--- src/rtl/vu_frame_scheduler.sv ---
// vu_frame_scheduler
// Collects level samples during a video frame and keeps the largest one.
// On each vertical sync edge it commits a new bar level and peak-hold value,
// applying attack/decay ballistics, so the bar only changes between frames.
// Optional build macro: VU_OVERLOAD_EN adds a full-scale overload indicator;
// without it, overload is tied low.
//
//   state  | meaning
//   -------+---------------------------------------------------------------
//   ACCUM  | accept samples, track the frame maximum, wait for v_sync edge
//   UPDATE | single cycle: commit level/peak/hold, clear frame maximum
module vu_frame_scheduler #(
  parameter int DW          = 8,
  parameter bit V_POL       = 1'b0,
  parameter int HOLD_FRAMES = 30,
  parameter int DECAY_STEP  = 2
) (
  input  logic          pixel_clock,
  input  logic          reset,
  input  logic          sample_valid,
  input  logic [DW-1:0] sample_data,
  output logic          sample_ready,
  input  logic          v_sync,
  output logic [DW-1:0] data,
  output logic [DW-1:0] peak,
  output logic          overload
);

  localparam int            HW     = (HOLD_FRAMES < 1) ? 1 : $clog2(HOLD_FRAMES + 1);
  localparam logic [DW-1:0] C_STEP = DW'(DECAY_STEP);
  localparam logic [HW-1:0] C_HOLD = HW'(HOLD_FRAMES);

  typedef enum logic {
    ST_ACCUM  = 1'b0,
    ST_UPDATE = 1'b1
  } state_t;

  state_t        r_state;
  state_t        w_state_nxt;
  logic          r_vs_d;
  logic [DW-1:0] r_acc_max;
  logic [DW-1:0] r_data;
  logic [DW-1:0] r_peak;
  logic [HW-1:0] r_hold_cnt;

  logic          w_frame_evt;
  logic          w_accept;
  logic          w_update;
  logic [DW-1:0] w_data_decay;
  logic [DW-1:0] w_data_nxt;
  logic [DW-1:0] w_peak_decay;
  logic [DW-1:0] w_peak_floor;

  assign w_frame_evt = (v_sync == V_POL) && (r_vs_d != V_POL);
  assign w_accept    = sample_valid && sample_ready;
  assign data        = r_data;
  assign peak        = r_peak;

  // Delayed v_sync for edge detection; resets to the active level so the
  // first cycle after reset can never look like a fresh edge.
  always_ff @(posedge pixel_clock or posedge reset) begin
    if (reset) r_vs_d <= V_POL;
    else       r_vs_d <= v_sync;
  end

  // FSM state register.
  always_ff @(posedge pixel_clock or posedge reset) begin
    if (reset) r_state <= ST_ACCUM;
    else       r_state <= w_state_nxt;
  end

  // FSM next state and control outputs.
  always_comb begin
    w_state_nxt  = r_state;
    sample_ready = 1'b0;
    w_update     = 1'b0;
    case (r_state)
      ST_ACCUM: begin
        sample_ready = !reset;
        if (w_frame_evt) w_state_nxt = ST_UPDATE;
      end
      ST_UPDATE: begin
        w_update    = 1'b1;
        w_state_nxt = ST_ACCUM;
      end
      default: w_state_nxt = ST_ACCUM;
    endcase
  end

  // Ballistics: instant attack, saturating decay floored at the new frame max;
  // peak decay is floored at the freshly committed level so peak >= data.
  always_comb begin
    w_data_decay = (r_data > C_STEP) ? (r_data - C_STEP) : '0;
    if (r_acc_max >= r_data)
      w_data_nxt = r_acc_max;
    else
      w_data_nxt = (w_data_decay > r_acc_max) ? w_data_decay : r_acc_max;
    w_peak_decay = (r_peak > C_STEP) ? (r_peak - C_STEP) : '0;
    w_peak_floor = (w_peak_decay > w_data_nxt) ? w_peak_decay : w_data_nxt;
  end

  // Running maximum of the samples accepted in the current frame.
  always_ff @(posedge pixel_clock or posedge reset) begin
    if (reset)
      r_acc_max <= '0;
    else if (w_update)
      r_acc_max <= '0;
    else if (w_accept && (sample_data > r_acc_max))
      r_acc_max <= sample_data;
  end

  // Commit displayed level, peak and hold counter once per frame.
  always_ff @(posedge pixel_clock or posedge reset) begin
    if (reset) begin
      r_data     <= '0;
      r_peak     <= '0;
      r_hold_cnt <= '0;
    end else if (w_update) begin
      r_data <= w_data_nxt;
      if (r_acc_max >= r_peak) begin
        r_peak     <= r_acc_max;
        r_hold_cnt <= C_HOLD;
      end else if (r_hold_cnt != '0) begin
        r_hold_cnt <= r_hold_cnt - HW'(1);
      end else begin
        r_peak <= w_peak_floor;
      end
    end
  end

`ifdef VU_OVERLOAD_EN
  logic r_ovl_flag;
  logic r_overload;

  assign overload = r_overload;

  // Remember any full-scale sample this frame; publish it for the next frame.
  always_ff @(posedge pixel_clock or posedge reset) begin
    if (reset) begin
      r_ovl_flag <= 1'b0;
      r_overload <= 1'b0;
    end else if (w_update) begin
      r_overload <= r_ovl_flag;
      r_ovl_flag <= 1'b0;
    end else if (w_accept && (sample_data == {DW{1'b1}})) begin
      r_ovl_flag <= 1'b1;
    end
  end
`else
  assign overload = 1'b0;
`endif

endmodule

--- config.mk ---
export PLATFORM = sky130hd
export DESIGN_NAME = vu_frame_scheduler
export DESIGN_NICKNAME = d
export VERILOG_FILES = /design/src/rtl/vu_frame_scheduler.sv
export SDC_FILE = /design/constraint.sdc
export NUM_CORES = 1
export LEC_CHECK = 0
export ABC_AREA = 1
export CAP_MARGIN = 20
export CORE_MARGIN = 5
export CORE_UTILIZATION = 47
export DETAILED_ROUTE_END_ITERATION = 12
export PLACE_DENSITY = 0.76
export SLEW_MARGIN = 20
export SYNTH_ARGS = -nofsm -noshare
export SYNTH_HDL_FRONTEND = slang
export SYNTH_SLANG_ARGS = --single-unit
--- constraint.sdc ---
create_clock -name pixel_clock -period 4.85 [get_ports pixel_clock]
set_clock_uncertainty 0.1 [all_clocks]
set_input_delay 0.485 -clock pixel_clock [delete_from_list [all_inputs] [get_ports pixel_clock]]
set_output_delay 0.485 -clock pixel_clock [all_outputs]
set_load 0.01 [all_outputs]
==> results by group, run 1 <==
Critical path
  • Worst-path maximum fanout: 9
  • Class of the most critical setup path: reg -> reg
  • Critical Path Max Stage Delay: 0.48 ns
  • R2R setup slack: 0.71 ns
  • Critical path required time: 4.94 ns
  • Crit start category: flip-flop
  • Most frequent CP cell: nand2_1
  • Worst setup EP type: flip-flop
  • Crit path arrival time: 4.23 ns
  • CP max-delay cell: dfrtp_1

Global routing
  • Vias in the first global route: 2875
  • Busiest grt layer: met2
  • Initial antenna violation count: 0
  • Grt met2 use: 0.320
  • GRT overflow: 0
  • M1 GR Usage: 0.245
  • Global Route met3 Usage: 0.0283
  • Global-route wire length before repair: 12.9 mm
  • Total GRT Usage: 0.188
  • Largest net degree at the start of global routing: 32

Drt
  • Routed len/inst: 13.1 µm
  • DR vias/cell: 5.23
  • Initial DRC Count: 116
  • Routed WL: 7.42 mm
  • DRC Markers: 0
  • Via count: 2962
  • Drt pass-1 iters: 4
  • Antenna-violating nets left: 0

STA
  • Final setup fails: 0
  • Hold Vio Cnt, Final: 0
  • Slew margin rel.: 0.600
  • Max Slew Vio Count: 0
  • Setup_tns: 0 ns
  • RSZ-0062 raised after global routing: no
  • Tcrit/Tclk final: 0.853
  • Fmax: 242 MHz
  • Setup slack after layout: 0.712 ns
  • Fin Hold WS: 0.392 ns
  • Slew @ Worst Pin: 0.601 ns
  • Post-layout min period: 4.14 ns

Synth
  • Post-synth top area cell: dfrtp_1
  • Post-Synthesis Cells: 456
  • Yosys warns: 0
  • Ys async rst share: 1.00
  • Sequential area share after synthesis: 0.255
  • Mapped Area: 3040 µm²
  • Top cells by area, synth: dfrtp_1 26%, ha_1 18%, nand2_1 16%, inv_1 10%, nor2_1 6.2%
  • Synthesized flop and latch total: 31
  • Post-Syn Nets: 512
  • Post-Synthesis Mean Instance Area: 6.67 µm²
  • Synth top area share: 0.255
  • Distinct cell type count after synthesis: 32
  • Top_reg_cell synth: dfrtp_1
  • Post-synth EDFFs: 0

Place
  • Cells after DPL: 558
  • Pre-CTS setup slack: 0.792 ns
  • Final HPWL DP: 5.99 mm
  • I/O Buffers: 28
  • Routability congestion estimate: 0.916

Clock tree
  • Postcts setup bufs: 0
  • H-tree Lvls: 2
  • CTS tree: done
  • # resized after CTS: 0
  • Root Buffer: clkbuf_8
  • CTS Buffer Depth: 2
  • Clk slew on worst S/H paths: 0.08 ns
  • Skew-Pair Late Insertion Delay: 0.29 ns
  • Sink Count: 31
  • Number of buffers created by CTS: 5
  • Hold buffer count at CTS: 0

Final layout
  • ANT cells: 0
  • Finished Layout Cells: 566
  • Final layout net count: 544
  • Layout cell share with drive strength beyond 1: 0.0675
  • Area delta synth->final: 15.7%

Flow run
  • Max-cap check violation count: 0

Hold path
  • Hold crit path type: reg -> reg

Floorplanning
  • Die ar.: 8180 µm²
  • Ports: 30
  • Initial Util: 0.482
  • Floorplan row count: 29
  • Die Y: 90.4 µm
  • Die X: 90.4 µm
  • Core ar.: 6310 µm²

Run status
  • Status: complete, no violations
-- logic make-up after synthesis --
family | after synthesis | share of synthesized area
adders and majority gates | 44 | 0.181
other | 1 | 0.00123
buffers and inverters | 91 | 0.115
xor gates and xnor gates | 5 | 0.0144
and+or+nand+nor | 231 | 0.332
AOI/OAI and AO/OA | 53 | 0.102
DFF | 31 | 0.255
-- metal layers --
metal	routed length, µm	vias up
li1	-	1505
met1	3430	1371
met2	3450	71
met3	382	15
met4	157	0
met5	0	-
-- metrics by stage --
stage                util  instance area, µm²
finish              0.557                3520
floorplan               -                3040
CTS                 0.557                3520
detailed placement  0.539                3400
global route        0.557                3520
global placement    0.539                3400
-- final cells by class --
type,instances,area [µm²]
Fill cell,659,2790
Multi-Input combinational cell,334,1920
Sequential cell,31,776
Inverter,87,327
Timing Repair Buffer,29,288
Tap cell,77,96.3
Clock buffer,6,82.6
Clock inverter,2,35.0
-- worst paths after layout --
kind,from,end,cells past startpoint
hold reg to reg,r_vs_d$_DFF_PP0_,r_state$_DFF_PP0_,2
min in group asynchronous,reset,r_hold_cnt[0]$_DFFE_PP0P_,3
setup / recovery,data[1]$_DFFE_PP0P_,peak[1]$_DFFE_PP0P_,25
hold / removal,r_vs_d$_DFF_PP0_,r_state$_DFF_PP0_,2
setup reg to reg,data[1]$_DFFE_PP0P_,peak[1]$_DFFE_PP0P_,25
max in group asynchronous,reset,r_hold_cnt[1]$_DFFE_PP0P_,3
-- flip-flops by register name, summed over array words and instances (netlist names) --
name and cells:
data 8, peak 8, r_acc_max 8, r_hold_cnt 5
r_state 1, r_vs_d 1
-- cells in the mapped netlist (2+ instances only) --
master / number
nor2_4: 2
nand4_1: 2
nand4_2: 2
nand2_2: 3
and2_4: 2
nand3_1: 36
nand3_2: 2
inv_1: 83
o21a_1: 2
inv_2: 3
o21ai_0: 20
nor2_2: 4
buf_4: 2
ha_1: 44
xor2_1: 4
o21ai_2: 3
nor2_1: 50
a21oi_1: 23
dfrtp_1: 31
nand2_1: 126
-- critical path, delay by kind of cell (launching register included) --
family	cells	cell delay, ns
AND/OR/NAND/NOR	17	2.18
AO/OA/AOI/OAI	2	0.31
flip-flops	1	0.48
buffers and inverters	3	0.25
adder cells (fa/ha/maj)	3	0.73
-- cell usage in the layout (no fill, tap or decap), types with 2 or more instances in the layout --
cell type        netlist  layout
nand2_1              126     126
o21ai_2                3       3
dfrtp_1               31      31
inv_2                  3       3
and2_4                 2       2
a21oi_1               23      23
clkbuf_8               0       6
inv_1                 83      83
nand2_2                3       3
o21a_1                 2       2
nand4_2                2       2
ha_1                  44      44
o21ai_0               20      20
nand3_1               36      36
nor2_4                 2       2
xor2_1                 4       4
clkdlybuf4s50_1        0      28
nand3_2                2       2
nor2_1                50      50
nand4_1                2       2
nor2_2                 4       4
Power of run 1 is not shown: default switching activity piles up to over one toggle a cycle in this logic, so the estimate is an artifact.
==> run 2: changes to the inputs <==
Settings changed: PLACE_DENSITY 0.76 to 0.78.
Clock period 4.85 ns to 3.4 ns, I/O delays scaled along.
==> results by group, run 2 (synthesized netlist as in run 1, its figures left out) <==
Critical path
  • CP delay by family, top: simple AND/OR/NAND/NOR gates
  • Crit start category: flip-flop
  • CP max-delay cell: dfrtp_1
  • Class of the most critical setup path: reg -> reg
  • Crit path arrival time: 3.83 ns (-0.40 ns)
  • Critical Path Max Stage Delay: 0.40 ns (-0.08 ns)
  • Worst setup EP type: flip-flop
  • Worst-path maximum fanout: 8 (-1)
  • Buf/Inv on CP: 4 (+1)
  • Critical path required time: 3.48 ns (-1.46 ns)

Place
  • I/O Buffers: 28 (unchanged)
  • Pre-CTS setup slack: -0.281 ns (-1.07 ns)
  • Cells after DPL: 598 (+7.2%)
  • Routability congestion estimate: 0.891 (-2.7%)
  • Final HPWL DP: 6.67 mm (+11%)

STA
  • RSZ-0062 raised after global routing: yes
  • Fmax: 267 MHz (+10%)
  • Max Slew Vio Count: 0 (unchanged)
  • Setup slack after layout: -0.348 ns (-1.06 ns)
  • Post-layout min period: 3.75 ns (-0.390 ns)
  • Slew margin rel.: 0.548 (-0.0521)
  • Final setup fails: 8 (+8)
  • Slew @ Worst Pin: 0.679 ns (+0.0781 ns)
  • Hold Vio Cnt, Final: 0 (unchanged)
  • Tcrit/Tclk final: 1.10 (+0.249)

Final layout
  • Area delta synth->final: 52.5%
  • Commonest non-fill, non-tap cell in the layout: nand2_1
  • Seq. cell area: 778 µm² (+0.32%)
  • Final layout net count: 614 (+13%)
  • Finished Layout Cells: 636 (+12%)
  • Layout cell share with drive strength beyond 1: 0.338 (+0.271)
  • Fillers: 426 (-35%)
  • Final core area utilization: 0.735 (+0.177)
  • Most frequent cells in the layout: 100 x nand2_1, 73 x inv_1, 64 x buf_4
  • Area of the multi-input gates: 2480 µm² (+29%)
  • ANT cells: 0 (unchanged)

Global routing
  • Global-route wire length before repair: 16.4 mm (+27%)
  • GRT overflow: 0 (unchanged)
  • Vias in the first global route: 3406 (+18%)
  • Largest net degree at the start of global routing: 32 (unchanged)
  • Total GRT Usage: 0.248 (+0.0595)
  • Initial antenna violation count: 0 (unchanged)

Drt
  • Drt pass-1 iters: 5 (+1)
  • Routed WL: 11.4 mm (+53%)
  • Antenna-violating nets left: 0 (unchanged)
  • Initial DRC Count: 353 (+200%)
  • DRC Markers: 0 (unchanged)
  • DR vias/cell: 5.70 (+8.9%)
  • Routed len/inst: 17.9 µm (+36%)
  • Via count: 3625 (+22%)

Floorplanning
  • Die X: 90.4 µm (unchanged)
  • Ports: 30 (unchanged)
  • Die ar.: 8180 µm² (unchanged)
  • Die Y: 90.4 µm (unchanged)
  • Initial Util: 0.482 (unchanged)
  • Core ar.: 6310 µm² (unchanged)
  • Floorplan row count: 29 (unchanged)

Hold path
  • Hold crit path type: in -> async

Clock tree
  • Clk slew on worst S/H paths: 0.08 ns (about the same)
  • Skew-Pair Late Insertion Delay: 0.29 ns (about the same)
  • Number of buffers created by CTS: 5 (unchanged)
  • Hold buffer count at CTS: 0 (unchanged)
  • Sink Count: 31 (unchanged)
  • H-tree Lvls: 2 (unchanged)
  • CTS Buffer Depth: 2 (unchanged)
  • Root Buffer: clkbuf_8
  • CTS tree: done

Run status
  • Status: finished with violations
  • Failing checks: negative setup slack

Flow run
  • Max-cap check violation count: 0 (unchanged)
[run 2: cell count changes in the layout (fill, tap and decap cells not counted), sizes merged]
cell and delta:
nand2 +1, buf +68, clkinv +1, nand4 +1, clkbuf -1
[run 2: metal layers]
metal  part of all wire  global-route usage
met1               0.37               0.297
met2               0.48               0.415
met3              0.074              0.0433
met4              0.073               0.141
met5                  0                   0
[run 2: final cells by class]
type | count | area share
clock inverters | 3 | 0.00944
inverters | 87 | 0.0720
multi-input cells | 336 | 0.535
clock buffers | 5 | 0.0148
flip-flops and latches | 31 | 0.168
repair buffers | 97 | 0.181
well taps | 77 | 0.0208
[run 2: repair_timing]
action	4_1_cts	5_1_grt
pin swaps	46	36
setup buffers	24	4
gates cloned	2	0
endpoints found under the setup margin	8	8
gates resized for setup	66	59
[run 2: path summary, 6_finish.rpt]
kind | to | startpoint | cells past startpoint | slack (ns)
worst max register to register | peak[5]$_DFFE_PP0P_ | data[1]$_DFFE_PP0P_ | 25 | -0.35
worst min register to register | r_state$_DFF_PP0_ | r_vs_d$_DFF_PP0_ | 2 | 0.39
worst min-delay path | r_acc_max[4]$_DFFE_PP0P_ | reset | 3 | 0.37
max in group asynchronous | data[4]$_DFFE_PP0P_ | reset | 3 | 2.50
min in group pixel_clock | r_state$_DFF_PP0_ | r_vs_d$_DFF_PP0_ | 2 | 0.39
worst max-delay path | peak[5]$_DFFE_PP0P_ | data[1]$_DFFE_PP0P_ | 25 | -0.35
[run 2: through the flow]
stage	hold WS (ns)	area, µm²	TNS, ns
CTS	0.381	4330	-0.285
floorplan	0.271	3040	0
global route	0.405	4640	-3.81
global placement	0.365	3700	-1.07
finish	0.370	4640	-2.62
detailed placement	0.366	3700	-2.10
[run 2: worst min-delay path, stage by stage]
cell and delay, ns:
clkdlybuf4s50_1 0.41, inv_1 0.06, buf_4 0.38
Power of run 2 is left out for the same reason.
